### config.mk
export PLATFORM = sky130hd
export DESIGN_NAME = mult_arbiter_flat
export DESIGN_NICKNAME = d
export VERILOG_FILES = /design/src/rtl/mult_arbiter_if.sv /design/src/rtl/mult_arbiter.sv /design/src/flat_wrapper.sv
export SDC_FILE = /design/constraint.sdc
export NUM_CORES = 1
export LEC_CHECK = 0
export ABC_CLOCK_PERIOD_IN_PS = 3660
export BUFFER_PORTS_ARGS = -buffer_cell sky130_fd_sc_hd__clkbuf_2
export CORE_AREA = 2 2 71 73
export CTS_CLUSTER_DIAMETER = 80
export DETAILED_ROUTE_END_ITERATION = 6
export DIE_AREA = 0 0 73 75
export GPL_TIMING_DRIVEN = 1
export PLACE_DENSITY = 0.85
export RECOVER_POWER = 25
export SYNTH_ARGS = -nofsm -noshare
export SYNTH_HDL_FRONTEND = slang
export SYNTH_SLANG_ARGS = --single-unit
export TNS_END_PERCENT = 30
### constraint.sdc
create_clock -name clk -period 3.66 [get_ports clk]
set_input_delay 0.732 -clock clk [delete_from_list [all_inputs] [get_ports clk]]
set_output_delay 0.732 -clock clk [all_outputs]
set_load 0.01 [all_outputs]
### src/rtl/mult_arbiter_if.sv
// Requester-side and multiplier-side signal bundle for mult_arbiter.
// slave = arbiter view, master = surrounding requesters plus multiplier.
interface mult_arbiter_if #(
    parameter int NUM_REQ = 4,
    parameter int DATA_W  = 8
);
    logic [NUM_REQ-1:0]        req;
    logic [NUM_REQ*DATA_W-1:0] op_a;
    logic [NUM_REQ*DATA_W-1:0] op_b;
    logic [NUM_REQ-1:0]        gnt;
    logic [NUM_REQ-1:0]        resp_valid;
    logic                      resp_err;
    logic [2*DATA_W-1:0]       result;
    logic                      busy;
    logic                      mult_start;
    logic [DATA_W-1:0]         mult_dataa;
    logic [DATA_W-1:0]         mult_datab;
    logic                      mult_done;
    logic [2*DATA_W-1:0]       mult_product;

    modport slave (
        input  req, op_a, op_b, mult_done, mult_product,
        output gnt, resp_valid, resp_err, result, busy,
               mult_start, mult_dataa, mult_datab
    );

    modport master (
        output req, op_a, op_b, mult_done, mult_product,
        input  gnt, resp_valid, resp_err, result, busy,
               mult_start, mult_dataa, mult_datab
    );
endinterface

### src/rtl/mult_arbiter.sv
// Round-robin sharing of one start/done multiplier among NUM_REQ requesters.
// Optional WAIT watchdog is enabled with `define MULT_ARB_TIMEOUT_EN.
//
// state | meaning
// IDLE  | no job; arbitrate among req from rr_ptr, capture winner operands
// START | one-cycle mult_start to the multiplier
// WAIT  | wait for mult_done (or watchdog expiry when enabled)
// RESP  | one-cycle resp_valid to winner, advance rr_ptr, drop gnt
module mult_arbiter #(
    parameter int NUM_REQ     = 4,
    parameter int DATA_W      = 8,
    parameter int TIMEOUT_CYC = 16
) (
    input  logic          clk,
    input  logic          reset,
    mult_arbiter_if.slave bus
);
    localparam int IDX_W = (NUM_REQ > 1) ? $clog2(NUM_REQ) : 1;

    if (NUM_REQ < 2 || NUM_REQ > 8 || TIMEOUT_CYC < 1) begin : g_param_check
        $error("mult_arbiter: NUM_REQ must be 2..8 and TIMEOUT_CYC >= 1");
    end

    typedef enum logic [1:0] {IDLE, START, WAIT, RESP} state_t;

    state_t              state;
    state_t              state_nxt;
    logic [IDX_W-1:0]    rr_ptr;
    logic [IDX_W-1:0]    winner;
    logic [NUM_REQ-1:0]  gnt_q;
    logic                resp_err_q;
    logic [2*DATA_W-1:0] result_q;
    logic [DATA_W-1:0]   dataa_q;
    logic [DATA_W-1:0]   datab_q;

    logic                found;
    logic [IDX_W-1:0]    pick;
    logic [IDX_W-1:0]    cand;
    logic [DATA_W-1:0]   sel_a;
    logic [DATA_W-1:0]   sel_b;

`ifdef MULT_ARB_TIMEOUT_EN
    localparam int TMR_W = $clog2(TIMEOUT_CYC) + 1;
    // Down-counter loaded in START; reaching zero in WAIT marks the last allowed cycle.
    logic [TMR_W-1:0] tmr;
    logic             tmr_tc;
    assign tmr_tc = (tmr == '0);
`endif

    // First asserted request at or after rr_ptr, wrapping modulo NUM_REQ.
    always_comb begin
        found = 1'b0;
        pick  = '0;
        cand  = '0;
        for (int k = 0; k < NUM_REQ; k++) begin
            cand = IDX_W'((int'(rr_ptr) + k) % NUM_REQ);
            if (!found && bus.req[cand]) begin
                found = 1'b1;
                pick  = cand;
            end
        end
    end

    always_comb begin
        sel_a = '0;
        sel_b = '0;
        for (int k = 0; k < NUM_REQ; k++) begin
            if (pick == IDX_W'(k)) begin
                sel_a = bus.op_a[k*DATA_W +: DATA_W];
                sel_b = bus.op_b[k*DATA_W +: DATA_W];
            end
        end
    end

    always_ff @(posedge clk) begin
        if (reset) begin
            state <= IDLE;
        end else begin
            state <= state_nxt;
        end
    end

    always_comb begin
        state_nxt = state;
        case (state)
            IDLE:  if (found) state_nxt = START;
            START: state_nxt = WAIT;
            WAIT: begin
                if (bus.mult_done) begin
                    state_nxt = RESP;
                end
`ifdef MULT_ARB_TIMEOUT_EN
                else if (tmr_tc) begin
                    state_nxt = RESP;
                end
`endif
            end
            RESP:    state_nxt = IDLE;
            default: state_nxt = IDLE;
        endcase
    end

    always_ff @(posedge clk) begin
        if (reset) begin
            rr_ptr     <= '0;
            winner     <= '0;
            gnt_q      <= '0;
            resp_err_q <= 1'b0;
            result_q   <= '0;
            dataa_q    <= '0;
            datab_q    <= '0;
`ifdef MULT_ARB_TIMEOUT_EN
            tmr        <= '0;
`endif
        end else begin
            case (state)
                IDLE: begin
                    if (found) begin
                        winner  <= pick;
                        gnt_q   <= NUM_REQ'(1) << pick;
                        dataa_q <= sel_a;
                        datab_q <= sel_b;
                    end
                end
                START: begin
`ifdef MULT_ARB_TIMEOUT_EN
                    tmr <= TMR_W'(TIMEOUT_CYC - 1);
`endif
                end
                WAIT: begin
                    // A done arriving on the expiry cycle takes priority over the abort.
                    if (bus.mult_done) begin
                        result_q   <= bus.mult_product;
                        resp_err_q <= 1'b0;
                    end
`ifdef MULT_ARB_TIMEOUT_EN
                    else if (tmr_tc) begin
                        result_q   <= '0;
                        resp_err_q <= 1'b1;
                    end else begin
                        tmr <= tmr - 1'b1;
                    end
`endif
                end
                RESP: begin
                    rr_ptr <= (winner == IDX_W'(NUM_REQ - 1)) ? '0 : winner + 1'b1;
                    gnt_q  <= '0;
                end
                default: ;
            endcase
        end
    end

    assign bus.gnt        = gnt_q;
    assign bus.resp_valid = (state == RESP) ? gnt_q : '0;
    assign bus.resp_err   = resp_err_q;
    assign bus.result     = result_q;
    assign bus.busy       = (state != IDLE);
    assign bus.mult_start = (state == START);
    assign bus.mult_dataa = dataa_q;
    assign bus.mult_datab = datab_q;
endmodule

### src/flat_wrapper.sv
// flat-port wrapper written by rule: the top's interface ports become plain ports
module mult_arbiter_flat 
#(
    parameter int NUM_REQ     = 4,
    parameter int DATA_W      = 8,
    parameter int TIMEOUT_CYC = 16
)
  (clk, reset, bus_req, bus_op_a, bus_op_b, bus_mult_done, bus_mult_product, bus_gnt, bus_resp_valid, bus_resp_err, bus_result, bus_busy, bus_mult_start, bus_mult_dataa, bus_mult_datab);
  mult_arbiter_if #(.NUM_REQ(NUM_REQ), .DATA_W(DATA_W)) bus_i ();
  input  logic clk;
  input  logic reset;
  input wire logic [$bits(bus_i.req)-1:0] bus_req;
  input wire logic [$bits(bus_i.op_a)-1:0] bus_op_a;
  input wire logic [$bits(bus_i.op_b)-1:0] bus_op_b;
  input wire logic [$bits(bus_i.mult_done)-1:0] bus_mult_done;
  input wire logic [$bits(bus_i.mult_product)-1:0] bus_mult_product;
  output wire logic [$bits(bus_i.gnt)-1:0] bus_gnt;
  output wire logic [$bits(bus_i.resp_valid)-1:0] bus_resp_valid;
  output wire logic [$bits(bus_i.resp_err)-1:0] bus_resp_err;
  output wire logic [$bits(bus_i.result)-1:0] bus_result;
  output wire logic [$bits(bus_i.busy)-1:0] bus_busy;
  output wire logic [$bits(bus_i.mult_start)-1:0] bus_mult_start;
  output wire logic [$bits(bus_i.mult_dataa)-1:0] bus_mult_dataa;
  output wire logic [$bits(bus_i.mult_datab)-1:0] bus_mult_datab;
  assign bus_i.req = bus_req;
  assign bus_i.op_a = bus_op_a;
  assign bus_i.op_b = bus_op_b;
  assign bus_i.mult_done = bus_mult_done;
  assign bus_i.mult_product = bus_mult_product;
  assign bus_gnt = bus_i.gnt;
  assign bus_resp_valid = bus_i.resp_valid;
  assign bus_resp_err = bus_i.resp_err;
  assign bus_result = bus_i.result;
  assign bus_busy = bus_i.busy;
  assign bus_mult_start = bus_i.mult_start;
  assign bus_mult_dataa = bus_i.mult_dataa;
  assign bus_mult_datab = bus_i.mult_datab;
  mult_arbiter #(.NUM_REQ(NUM_REQ), .DATA_W(DATA_W), .TIMEOUT_CYC(TIMEOUT_CYC)) u_core (.clk(clk), .reset(reset), .bus(bus_i));
endmodule
==> results of run 1 <==
-- state kept, by name, indices dropped and copies added (netlist names) --
name / flops
u_core.bus.result: 16
u_core.winner: 2
u_core.bus.mult_datab: 8
u_core.state: 2
u_core.bus.mult_dataa: 8
u_core.bus.gnt: 4
u_core.rr_ptr: 2
-- kinds of logic after synthesis --
group                      count (synthesis)  share of synthesized area (%)
and+or+nand+nor                           81                           16.0
AOI/OAI and AO/OA                         46                           17.6
DFF                                       42                           38.8
muxes                                     37                           17.1
buffers and inverters                     23                           6.87
adders and majority gates                  6                           3.46
other                                      1                          0.173
-- routing by layer --
layer,GRT usage (%),wire [um]
met1,20.5,2160
met3,7.90,522
met4,4.94,29
met5,0,0
met2,35.1,2720
-- worst max-delay path: cells and delay by family --
family | cells | cell delay (ns)
and+or+nand+nor | 4 | 1.49
buffers and inverters | 1 | 0.12
AOI/OAI and AO/OA | 1 | 0.08
-- worst paths after layout --
kind | from | endpoint | slack [ns] | depth (start not counted)
min | u_core.bus.result[11]$_SDFFE_PP0P_ | u_core.bus.result[11]$_SDFFE_PP0P_ | 0.46 | 2
max reg2reg | u_core.rr_ptr[1]$_SDFFE_PP0P_ | u_core.bus.mult_datab[5]$_SDFFE_PP0P_ | 1.65 | 5
min reg2reg | u_core.bus.result[11]$_SDFFE_PP0P_ | u_core.bus.result[11]$_SDFFE_PP0P_ | 0.46 | 2
max | bus_req[0] | u_core.bus.mult_dataa[7]$_SDFFE_PP0P_ | 1.44 | 6
-- layout make-up --
class / count / area (um^2)
Fill cell: 429 / 1830
Tap cell: 54 / 67.6
Multi-Input combinational cell: 171 / 1180
Timing Repair Buffer: 130 / 644
Sequential cell: 42 / 841
Clock buffer: 6 / 82.6
Inverter: 5 / 18.8
-- report_power, final --
| group | internal [W] | leakage [nW] | switching, W | total [W] |
|---|---|---|---|---|
| logic | 0.000252 | 0.873 | 0.000342 | 0.000594 |
| clock network | 0.000146 | 0.0431 | 0.000149 | 0.000295 |
| registers | 0.000560 | 0.343 | 0.0000615 | 0.000622 |
| total | 0.000958 | 1.26 | 0.000553 | 0.00151 |
-- synthesized netlist by cell type, types with 2 or more instances --
master	n	area share, %
nand2_1	53	9.2
dfxtp_1	42	39
mux2i_1	37	17
a21oi_1	24	5.5
nor2_1	13	2.3
o221ai_2	11	7.6
ha_1	6	3.5
and2_1	5	1.4
buf_4	5	1.7
clkbuf_1	5	0.87
inv_1	5	0.87
o221ai_1	5	2.0
buf_6	3	1.6
nand2b_1	3	0.87
buf_1	2	0.35
nand3b_1	2	0.69
-- stage by stage --
step	total power (W)	hold WS, ns	setup WS (ns)	cells	instance area (um^2)
after floorplan	0.00107	0.468	1.68	236	2170
after global routing	0.00162	0.472	1.28	408	2830
final	0.00151	0.457	1.44	408	2830
after detailed placement	0.00124	0.448	1.15	402	2770
after global placement	0.00122	0.441	1.17	402	2770
after CTS	0.00154	0.458	1.46	408	2860
==> metrics.md, run 1 <==
| Metric | Value |
|---|---|
| Outcome | `finished, final reports clean` |
| Num ports | `130` |
| Worst Hold Class | `flop to flop` |
| Core Rows | `25` |
| Via count | `2093` |
| CTS sink count | `42` |
| Post-cts sizing count | `0` |
| Post-layout nets | `448` |
| Ant diodes | `0` |
| CP Class | `input pin to flop` |
| Core Util, Final | `60.8%` |
| Synthesized flop and latch total | `42` |
| Layout cell share with drive strength beyond 1 | `37.0%` |
| Clk root buf | `clkbuf_8` |
| H-tree depth | `2` |
| Clk_skew | `0.00775 ns` |
| CP cell instances | `clkbuf_2 -> nor4_1 -> nand2b_1 -> and2b_1 -> nand2_1 -> o221ai_2` |
| Final setup vio count | `0` |
| Total CTS buffers | `5` |
| Vias per Instance | `5.13` |
| DRT Pass-1 Iters | `4` |
| Chip Height | `75 um` |
| Total track usage | `19.2%` |
| Seq/Total Area, Yosys | `38.8%` |
| Synth-to-Final Area Change | `30.7%` |
| CP Capture Type | `flop` |
| Starting Density | `46.5%` |
| Clk buf depth | `2` |
| Yosys warning count | `0` |
| Routability cong. | `0.787` |
| Unrepaired setup endpoints after global routing | `false` |
| PwrDens | `534 nW/um^2` |
| Congestion Overflow GR | `0` |
| Async SR Flop Fraction | `0%` |
| Commonest cells after routing, fill and taps aside | `109 x clkbuf_2, 53 x nand2_1, 42 x dfxtp_1` |
| Synth Cell Area | `2170 um^2` |
| P_leak | `1.26 nW` |
| Pin count of the biggest net entering global routing | `29` |
| Cell at the slowest stage of the critical path | `and2b_1` |
| Final Routed Wirelength | `5.43 mm` |
| Setup_tns | `0 ns` |
| DRT iter0 DRCs | `78` |
| Die W | `73 um` |
| Max-cap viol count | `0` |
| Die footprint | `5480 um^2` |
| Post-Syn Nets | `329` |
| Routed WL per cell | `13.3 um` |
| Setup bufs post-CTS | `0` |
| Cell variety after synth | `31` |
| Avg Cell Area, Syn | `9.18 um^2` |
| Core area | `4660 um^2` |
| Mapped Cells | `236` |
| Clock Latency Late Sink | `0.29 ns` |
| Rel. slew slack | `60.3%` |
| CTS tree | `yes` |
| Period utilisation layout | `60.6%` |
| Post-synth EDFFs | `0` |
| Count of pins over their slew limit | `0` |
| VDD IR-drop max | `259 uV` |
| First-pass GRT wire length | `8.19 mm` |
| Worst slew pin tran | `0.596 ns` |
| Vias in the first global route | `1902` |
| Worst EP arrival | `2.42 ns` |
| Initial antenna violation count | `0` |
| Max incr delay on CP | `0.54 ns` |
| Dpl hpwl | `4.23 mm` |
| CP required | `3.87 ns` |
| Antenna-violating nets left | `0` |
| Final hold violation count | `0` |
| I/O Buffers | `128` |
| Hold Buf Count CTS | `0` |
| CP max FO | `16` |
| Clock slew seen by the registers of the worst setup and hold paths | `0.07 ns` |
| Most common cell after layout, fill and taps aside | `clkbuf_2` |
| DRC viols | `0` |
| Min Tclk post-route | `2.22 ns` |
| Ys flop type | `dfxtp_1` |
| Critical Path Source Type | `input pin` |
| FMAX | `451 MHz` |
Note: power is estimated with default switching activity, not from simulation.
==> run 2, diff against run 1 <==
--- a/config.mk
+++ b/config.mk
@@ -5,14 +5,15 @@
 export SDC_FILE = /design/constraint.sdc
 export NUM_CORES = 1
 export LEC_CHECK = 0
-export ABC_CLOCK_PERIOD_IN_PS = 3660
+export ABC_AREA = 1
+export ABC_CLOCK_PERIOD_IN_PS = 1800
 export BUFFER_PORTS_ARGS = -buffer_cell sky130_fd_sc_hd__clkbuf_2
-export CORE_AREA = 2 2 71 73
+export CORE_AREA = 2 2 83 85
 export CTS_CLUSTER_DIAMETER = 80
 export DETAILED_ROUTE_END_ITERATION = 6
-export DIE_AREA = 0 0 73 75
+export DIE_AREA = 0 0 85 87
 export GPL_TIMING_DRIVEN = 1
-export PLACE_DENSITY = 0.85
+export PLACE_DENSITY = 0.74
 export RECOVER_POWER = 25
 export SYNTH_ARGS = -nofsm -noshare
 export SYNTH_HDL_FRONTEND = slang
==> constraint.sdc (replaced) <==
create_clock -name clk -period 1.8 [get_ports clk]
set_input_delay 0.36 -clock clk [delete_from_list [all_inputs] [get_ports clk]]
set_output_delay 0.36 -clock clk [all_outputs]
set_load 0.01 [all_outputs]
==> metrics.md, run 2 <==
| Metric | Value |
|---|---|
| Layout cell share with drive strength beyond 1 | `44.8% (+7.8 points)` |
| Max incr delay on CP | `0.39 ns (-0.15 ns)` |
| HP Start | `bus_mult_product[2]` |
| Cell at the slowest stage of the critical path | `dfxtp_4` |
| Max-cap viol count | `0 (unchanged)` |
| DRC viols | `0 (unchanged)` |
| Yosys warning count | `0 (unchanged)` |
| Post-synth EDFFs | `0 (unchanged)` |
| Final Routed Wirelength | `8.20 mm (+51%)` |
| Largest cells by area after synthesis | `dfxtp_1 33%, nand2_1 14%, o21ai_0 7.2%` |
| DRT Pass-1 Iters | `4 (unchanged)` |
| Worst Hold Class | `input pin to flop` |
| Core Util, Final | `58.4% (-2.3 points)` |
| Period utilisation layout | `110%` |
| Count of pins over their slew limit | `0 (unchanged)` |
| CP cell instances | `inv_6 -> nand2_1 -> nand3_2 -> nand2_4 -> nor2_4 -> nand3_1 -> nand2_2 -> nand2_4 -> buf_12 -> buf_12 -> nor2_8 -> nand2_1 -> nand2_1 -> inv_2 -> a21oi_2` |
| Congestion Overflow GR | `0 (unchanged)` |
| Mapped Cells | `384 (+63%)` |
| Vias in the first global route | `2840 (+49%)` |
| Hold Buf Count CTS | `0 (unchanged)` |
| Worst EP arrival | `2.21 ns (-0.21 ns)` |
| CP max FO | `9 (-7)` |
| Top post-synthesis cells by count | `98 x nand2_1, 45 x nor2_1, 42 x dfxtp_1` |
| Rel. slew slack | `54.8% (-5.5 points)` |
| I/O Buffers | `128 (unchanged)` |
| Largest register FFs | `16 (unchanged)` |
| H-tree depth | `2 (unchanged)` |
| Min Tclk post-route | `1.99 ns` |
| Commonest cells after routing, fill and taps aside | `113 x clkbuf_2, 74 x nand2_1, 41 x nor2_1` |
| Post-layout nets | `626 (+40%)` |
| Avg Cell Area, Syn | `6.67 um^2 (-27%)` |
| Async SR Flop Fraction | `0% (unchanged)` |
| DRT iter0 DRCs | `98 (+26%)` |
| Failing checks | `negative setup slack` |
| Final cell count without fillers | `614 (+50%)` |
| Routability cong. | `0.885 (+12%)` |
| Core area | `6570 um^2 (+41%)` |
| Core Rows | `30 (+20%)` |
| Most numerous cell in the Yosys netlist | `nand2_1` |
| Vias per Instance | `4.88 (-4.8%)` |
| Clock slew seen by the registers of the worst setup and hold paths | `0.08 ns (about the same)` |
| Clk buf depth | `2 (unchanged)` |
| Total track usage | `21.2% (+2.0 points)` |
| Worst slew pin tran | `0.677 ns (+0.0811 ns)` |
| DP Cell Count | `600 (+49%)` |
| CP Capture Type | `flop` |
| Clk root buf | `clkbuf_8` |
| CTS sink count | `42 (unchanged)` |
| CP required | `2.03 ns (-1.84 ns)` |
| Clock Latency Late Sink | `0.29 ns (about the same)` |
| Chip Height | `87 um (+16%)` |
| P_leak | `1.97 nW (+56%)` |
| Cell repeated most along the worst path | `nand2_1` |
| Die footprint | `7400 um^2 (+35%)` |
| Clk_skew | `0.00702 ns (-0.000727 ns)` |
| Outcome | `finished with violations` |
| Synth Cell Area | `2560 um^2 (+18%)` |
| Synth top area share | `32.8% (-6.0 points)` |
| Antenna-violating nets left | `0 (unchanged)` |
| Total CTS buffers | `5 (unchanged)` |
| Initial antenna violation count | `0 (unchanged)` |
| Die W | `85 um (+16%)` |
| Final setup vio count | `19 (+19)` |
| Top cell type by total area after synthesis | `dfxtp_1` |
| PwrDens | `1610 nW/um^2 (+200%)` |
| Cell variety after synth | `33 (+6.5%)` |
| FMAX | `503 MHz` |
| CP delay by family, top | `simple AND/OR/NAND/NOR gates` |
| Unrepaired setup endpoints after global routing | `true` |
| Worst Path Buf+Inv | `4 (+3)` |
| Worst setup startpoint | `u_core.rr_ptr[0]$_SDFFE_PP0P_` |
| CP Class | `flop to flop` |
| Most common cell after layout, fill and taps aside | `clkbuf_2` |
| Final worst slack | `-0.187 ns (-1.63 ns)` |
| Starting Density | `39.0% (-7.5 points)` |
| Num ports | `130 (unchanged)` |
| Dpl hpwl | `6.03 mm (+42%)` |
| Pin count of the biggest net entering global routing | `27 (-6.9%)` |
| Routed WL per cell | `13.4 um (+0.30%)` |
| Synthesized flop and latch total | `42 (unchanged)` |
| Synth-to-Final Area Change | `49.8%` |
| CTS tree | `yes` |
| Ant diodes | `0 (unchanged)` |
| VDD IR-drop max | `830 uV (+220%)` |
| Cell area after layout | `3840 um^2 (+36%)` |
| Final hold violation count | `0 (unchanged)` |
| Via count | `2999 (+43%)` |
| Ys flop type | `dfxtp_1` |
| Critical Path Source Type | `flop` |
| RR Startpoint | `u_core.rr_ptr[0]$_SDFFE_PP0P_` |
| Post-Syn Nets | `477 (+45%)` |
| DP Area | `3410 um^2 (+23%)` |
| First-pass GRT wire length | `12.6 mm (+54%)` |
| Seq/Total Area, Yosys | `32.8% (-6.0 points)` |
run 2: cell count changes after synthesis, moves of 15 or more:
cell / change
o21ai_0: +36
nand2_2: +15
inv_1: +30
mux2i_1: -37
nor2_1: +32
nand2_1: +45
nand3_1: +20
run 2: layout make-up:
class	instances	area, um^2
well taps	80	100
clock inverters	1	30.0
inverters	41	179
multi-input cells	284	1680
clock buffers	7	76.3
repair inverters	1	5.00
flip-flops and latches	42	848
fillers	599	2730
repair buffers	158	923
run 2: worst reg2reg max path, delay by kind of cell (launching register included):
kind | cells | cell delay (ns)
and+or+nand+nor | 10 | 1.01
DFF | 1 | 0.39
buffers and inverters | 4 | 0.39
AOI/OAI and AO/OA | 1 | 0.12
run 2: final timing paths:
kind / depth (start not counted) / to / slack, ns
worst max-delay path: 15 / u_core.bus.mult_dataa[5]$_SDFFE_PP0P_ / -0.19
worst max register to register: 15 / u_core.bus.mult_dataa[5]$_SDFFE_PP0P_ / -0.19
worst min register to register: 2 / u_core.bus.mult_datab[3]$_SDFFE_PP0P_ / 0.47
worst min-delay path: 3 / u_core.bus.result[2]$_SDFFE_PP0P_ / 0.32
run 2: cell families after synthesis:
group / share of synthesized area, %
flip-flops: 32.8
buffers and inverters: 10.6
AO/OA/AOI/OAI: 18.8
adder cells (fa/ha/maj): 2.93
AND/OR/NAND/NOR: 34.6
other: 0.146
run 2: timing repair:
action / 4_1_cts / 5_1_grt
pin swaps: 22 / 27
resized for setup: 36 / 59
endpoints found under the setup margin: 24 / 28
cloned: 0 / 1
hold endpoints to repair: 0 / 0
buffers inserted: 4 / 1
run 2: per-layer routing:
layer  up-vias  global-route usage, %  share of wire [%]
met5         -                      0                  0
met4         0                   8.37                2.2
met3        17                   5.59                8.6
met2       138                   39.4                 49
met1      1316                   22.9                 40
li1       1528                      -                  -
run 2: per-stage QoR:
stage	hold slack (ns)	setup slack (ns)	setup TNS (ns)	total power, W
final	0.320	-0.187	-1.99	0.00619
after global routing	0.329	-0.290	-4.39	0.00668
after CTS	0.313	-0.143	-1.74	0.00587
after detailed placement	0.455	-0.315	-5.77	0.00483
after global placement	0.454	-0.195	-3.35	0.00475
after floorplan	0.488	0.0120	0	0.00369
run 2: report_power, final:
| part | total [W] | switching [W] | internal, W | leakage [nW] |
|---|---|---|---|---|
| combinational | 0.00401 | 0.00233 | 0.00168 | 1.57 |
| clock | 0.000740 | 0.000325 | 0.000415 | 0.0524 |
| sequential | 0.00144 | 0.000194 | 0.00124 | 0.346 |
| total | 0.00619 | 0.00285 | 0.00334 | 1.97 |
==> run 3, diff against run 2 <==
--- a/config.mk
+++ b/config.mk
@@ -8,12 +8,12 @@
 export ABC_AREA = 1
 export ABC_CLOCK_PERIOD_IN_PS = 1800
 export BUFFER_PORTS_ARGS = -buffer_cell sky130_fd_sc_hd__clkbuf_2
-export CORE_AREA = 2 2 83 85
+export CORE_AREA = 2 2 84 86
 export CTS_CLUSTER_DIAMETER = 80
 export DETAILED_ROUTE_END_ITERATION = 6
-export DIE_AREA = 0 0 85 87
+export DIE_AREA = 0 0 86 88
 export GPL_TIMING_DRIVEN = 1
-export PLACE_DENSITY = 0.74
+export PLACE_DENSITY = 0.72
 export RECOVER_POWER = 25
 export SYNTH_ARGS = -nofsm -noshare
 export SYNTH_HDL_FRONTEND = slang
==> constraint.sdc (replaced) <==
create_clock -name clk -period 1.8 [get_ports clk]
set_input_delay 0.18 -clock clk [delete_from_list [all_inputs] [get_ports clk]]
set_output_delay 0.18 -clock clk [all_outputs]
set_load 0.01 [all_outputs]
==> metrics.md, run 3 (synthesized netlist as in run 2, its figures left out) <==
| Metric | Value |
|---|---|
| Outcome | `finished with violations` |
| Failing checks | `negative setup slack` |
| I/O Buffers | `128 (unchanged)` |
| Hold Buf Count CTS | `0 (unchanged)` |
| Rel. slew slack | `57.2% (+2.4 points)` |
| Reg2reg end | `u_core.bus.mult_dataa[4]$_SDFFE_PP0P_` |
| Final Routed Wirelength | `7.92 mm (-3.4%)` |
| Die footprint | `7570 um^2 (+2.3%)` |
| Count of pins over their slew limit | `0 (unchanged)` |
| Clock slew seen by the registers of the worst setup and hold paths | `0.08 ns (about the same)` |
| Sw frac | `45.6% (-0.40 points)` |
| H-tree depth | `2 (unchanged)` |
| Total power draw | `0.00596 W (-3.6%)` |
| Vias per Instance | `4.79 (-2.0%)` |
| Sequential cell fraction of total power | `24.1% (+0.9 points)` |
| Final hold violation count | `0 (unchanged)` |
| Total CTS buffers | `5 (unchanged)` |
| Antenna-violating nets left | `0 (unchanged)` |
| Max-cap viol count | `0 (unchanged)` |
| Min Tclk post-route | `1.91 ns (-0.0811 ns)` |
| Critical Path Source Type | `flop` |
| DRT iter0 DRCs | `99 (+1.0%)` |
| Largest register FFs | `16 (unchanged)` |
| Met3 Use GR | `4.81% (-0.79 points)` |
| DRT Pass-1 Iters | `4 (unchanged)` |
| Pin count of the biggest net entering global routing | `27 (unchanged)` |
| Routability cong. | `0.845 (-4.5%)` |
| Core Rows | `30 (unchanged)` |
| Ant diodes | `0 (unchanged)` |
| Initial antenna violation count | `0 (unchanged)` |
| Worst slew pin tran | `0.641 ns (-0.0365 ns)` |
| Chip Height | `88 um (+1.1%)` |
| Via count | `2945 (-1.8%)` |
| Total track usage | `19.8% (-1.4 points)` |
| CP max FO | `9 (unchanged)` |
| Final worst slack | `-0.106 ns (+0.0811 ns)` |
| Final setup vio count | `17 (-2)` |
| FMAX | `525 MHz (+4.3%)` |
| Post-layout nets | `627 (+0.16%)` |
| Clk_skew | `0.00348 ns (-0.00354 ns)` |
| PwrDens | `1590 nW/um^2 (-1.0%)` |
| DRC viols | `0 (unchanged)` |
| Clk root buf | `clkbuf_8` |
| CTS tree | `yes` |
| Commonest cells after routing, fill and taps aside | `112 x clkbuf_2, 81 x nand2_1, 41 x nor2_1` |
| Routed WL per cell | `12.9 um (-3.6%)` |
| Worst Hold Class | `input pin to flop` |
| CP Capture Type | `flop` |
| R2r worst-path depth | `13 (-2)` |
| Clock Latency Late Sink | `0.29 ns (about the same)` |
| Net Switching | `0.00272 W (-4.4%)` |
| Combinational group share of total power | `63.4% (-1.4 points)` |
| CP Class | `flop to flop` |
| Starting Density | `38.6% (-0.44 points)` |
| Clk buf depth | `2 (unchanged)` |
| VDD IR-drop max | `735 uV (-11%)` |
| Vias in the first global route | `2648 (-6.8%)` |
| Grt met2 use | `36.5% (-2.9 points)` |
| Unrepaired setup endpoints after global routing | `true` |
| RR Startpoint | `u_core.rr_ptr[0]$_SDFFE_PP0P_` |
| Worst setup startpoint | `u_core.rr_ptr[0]$_SDFFE_PP0P_` |
| First-pass GRT wire length | `11.9 mm (-5.5%)` |
| Worst EP arrival | `2.09 ns (-0.12 ns)` |
| Synth-to-Final Area Change | `45.9%` |
| CP required | `1.98 ns (-0.05 ns)` |
| Num ports | `130 (unchanged)` |
| CTS sink count | `42 (unchanged)` |
| R2R setup slack | `-0.11 ns (+0.08 ns)` |
| Int Power | `0.00324 W (-2.9%)` |
| Congestion Overflow GR | `0 (unchanged)` |
| Dpl hpwl | `6.01 mm (-0.36%)` |
| Layout cell share with drive strength beyond 1 | `43.9% (-0.83 points)` |
| Die W | `86 um (+1.2%)` |
| Met1 Track Usage GR | `23.1% (+0.24 points)` |
| Period utilisation layout | `106% (-4.5 points)` |
| Worst setup endpoint | `u_core.bus.mult_dataa[4]$_SDFFE_PP0P_` |
| GRT Max-Usage Layer | `met2` |
| Core area | `6640 um^2 (+1.1%)` |
| Most common cell after layout, fill and taps aside | `clkbuf_2` |
| P_leak | `1.93 nW (-1.7%)` |
| Clock share of power | `12.5% (+0.5 points)` |
| Worst slack, placed | `-0.293 ns (+0.0220 ns)` |
-- run 3: cell count changes in the layout (fill, tap and decap cells not counted), moves of 3 or more --
cell,change
o21ai_0,+6
buf_4,+5
o21ai_1,-10
nand2_4,-7
nand2_1,+7
o21ai_2,+4
a21oi_2,+3
-- run 3: critical path, cell delays in order, from the launching register on --
cell      delay, ns
dfxtp_4        0.41
inv_6          0.06
nand2_1        0.07
nand2_2        0.09
nand2_2        0.10
nand2_4        0.06
nand4_1        0.12
buf_4          0.14
nand2_4        0.06
nor2_8         0.22
nand2_8        0.09
buf_6          0.14
o211ai_1       0.16
a21oi_1        0.08
-- run 3: through the flow --
step	setup TNS (ns)	utilization, %	hold WS [ns]	instance area, um^2	instances
6_report	-1.21	56.3	0.144	3740	615
3_3_place_gp	-2.57	50.9	0.436	3380	599
2_1_floorplan	0	-	0.346	2560	384
3_5_place_dp	-4.10	50.9	0.445	3380	599
5_1_grt	-3.69	56.3	0.167	3740	615
4_1_cts	-1.16	54.0	0.141	3590	612
-- run 3: what timing repair did --
item | in CTS | in global routing
endpoints found under the setup margin | 24 | 24
setup buffers | 5 | 3
resized for setup | 18 | 46
pin swaps | 9 | 32
-- run 3: final cells by class --
| cell class | instances | area, um^2 |
|---|---|---|
| multi-input combinational | 284 | 1610 |
| tap | 80 | 100 |
| inverter | 41 | 174 |
| sequential | 42 | 846 |
| clock buffer | 7 | 76.3 |
| clock inverter | 1 | 30.0 |
| fill | 649 | 2900 |
| timing repair buffer | 160 | 908 |
-- run 3: power groups by stage --
stage          combinational [W]  sequential, W  clock, W
2_1_floorplan            0.00216        0.00154         0
3_3_place_gp             0.00317        0.00144         0
5_1_grt                  0.00420        0.00147  0.000805
3_5_place_dp             0.00323        0.00144         0
4_1_cts                  0.00351        0.00143  0.000764
6_report                 0.00378        0.00144  0.000745
-- run 3: routing by layer --
metal  vias up  wire length (um)
met3         9               681
met1      1282              3320
met4         0                85
met2       133              3830
li1       1521                 -
met5         -                 0
-- run 3: worst min path at each step --
stage          cells after the start  slack (ns)                                 end            startpoint
2_1_floorplan                      2        0.35   u_core.bus.result[0]$_SDFFE_PP0P_   bus_mult_product[0]
3_3_place_gp                       3        0.44  u_core.bus.result[11]$_SDFFE_PP0P_  bus_mult_product[11]
3_5_place_dp                       3        0.44   u_core.bus.result[7]$_SDFFE_PP0P_   bus_mult_product[7]
4_1_cts                            3        0.14   u_core.bus.result[7]$_SDFFE_PP0P_   bus_mult_product[7]
5_1_grt                            3        0.17   u_core.bus.result[6]$_SDFFE_PP0P_   bus_mult_product[6]
6_report                           3        0.14   u_core.bus.result[4]$_SDFFE_PP0P_   bus_mult_product[4]
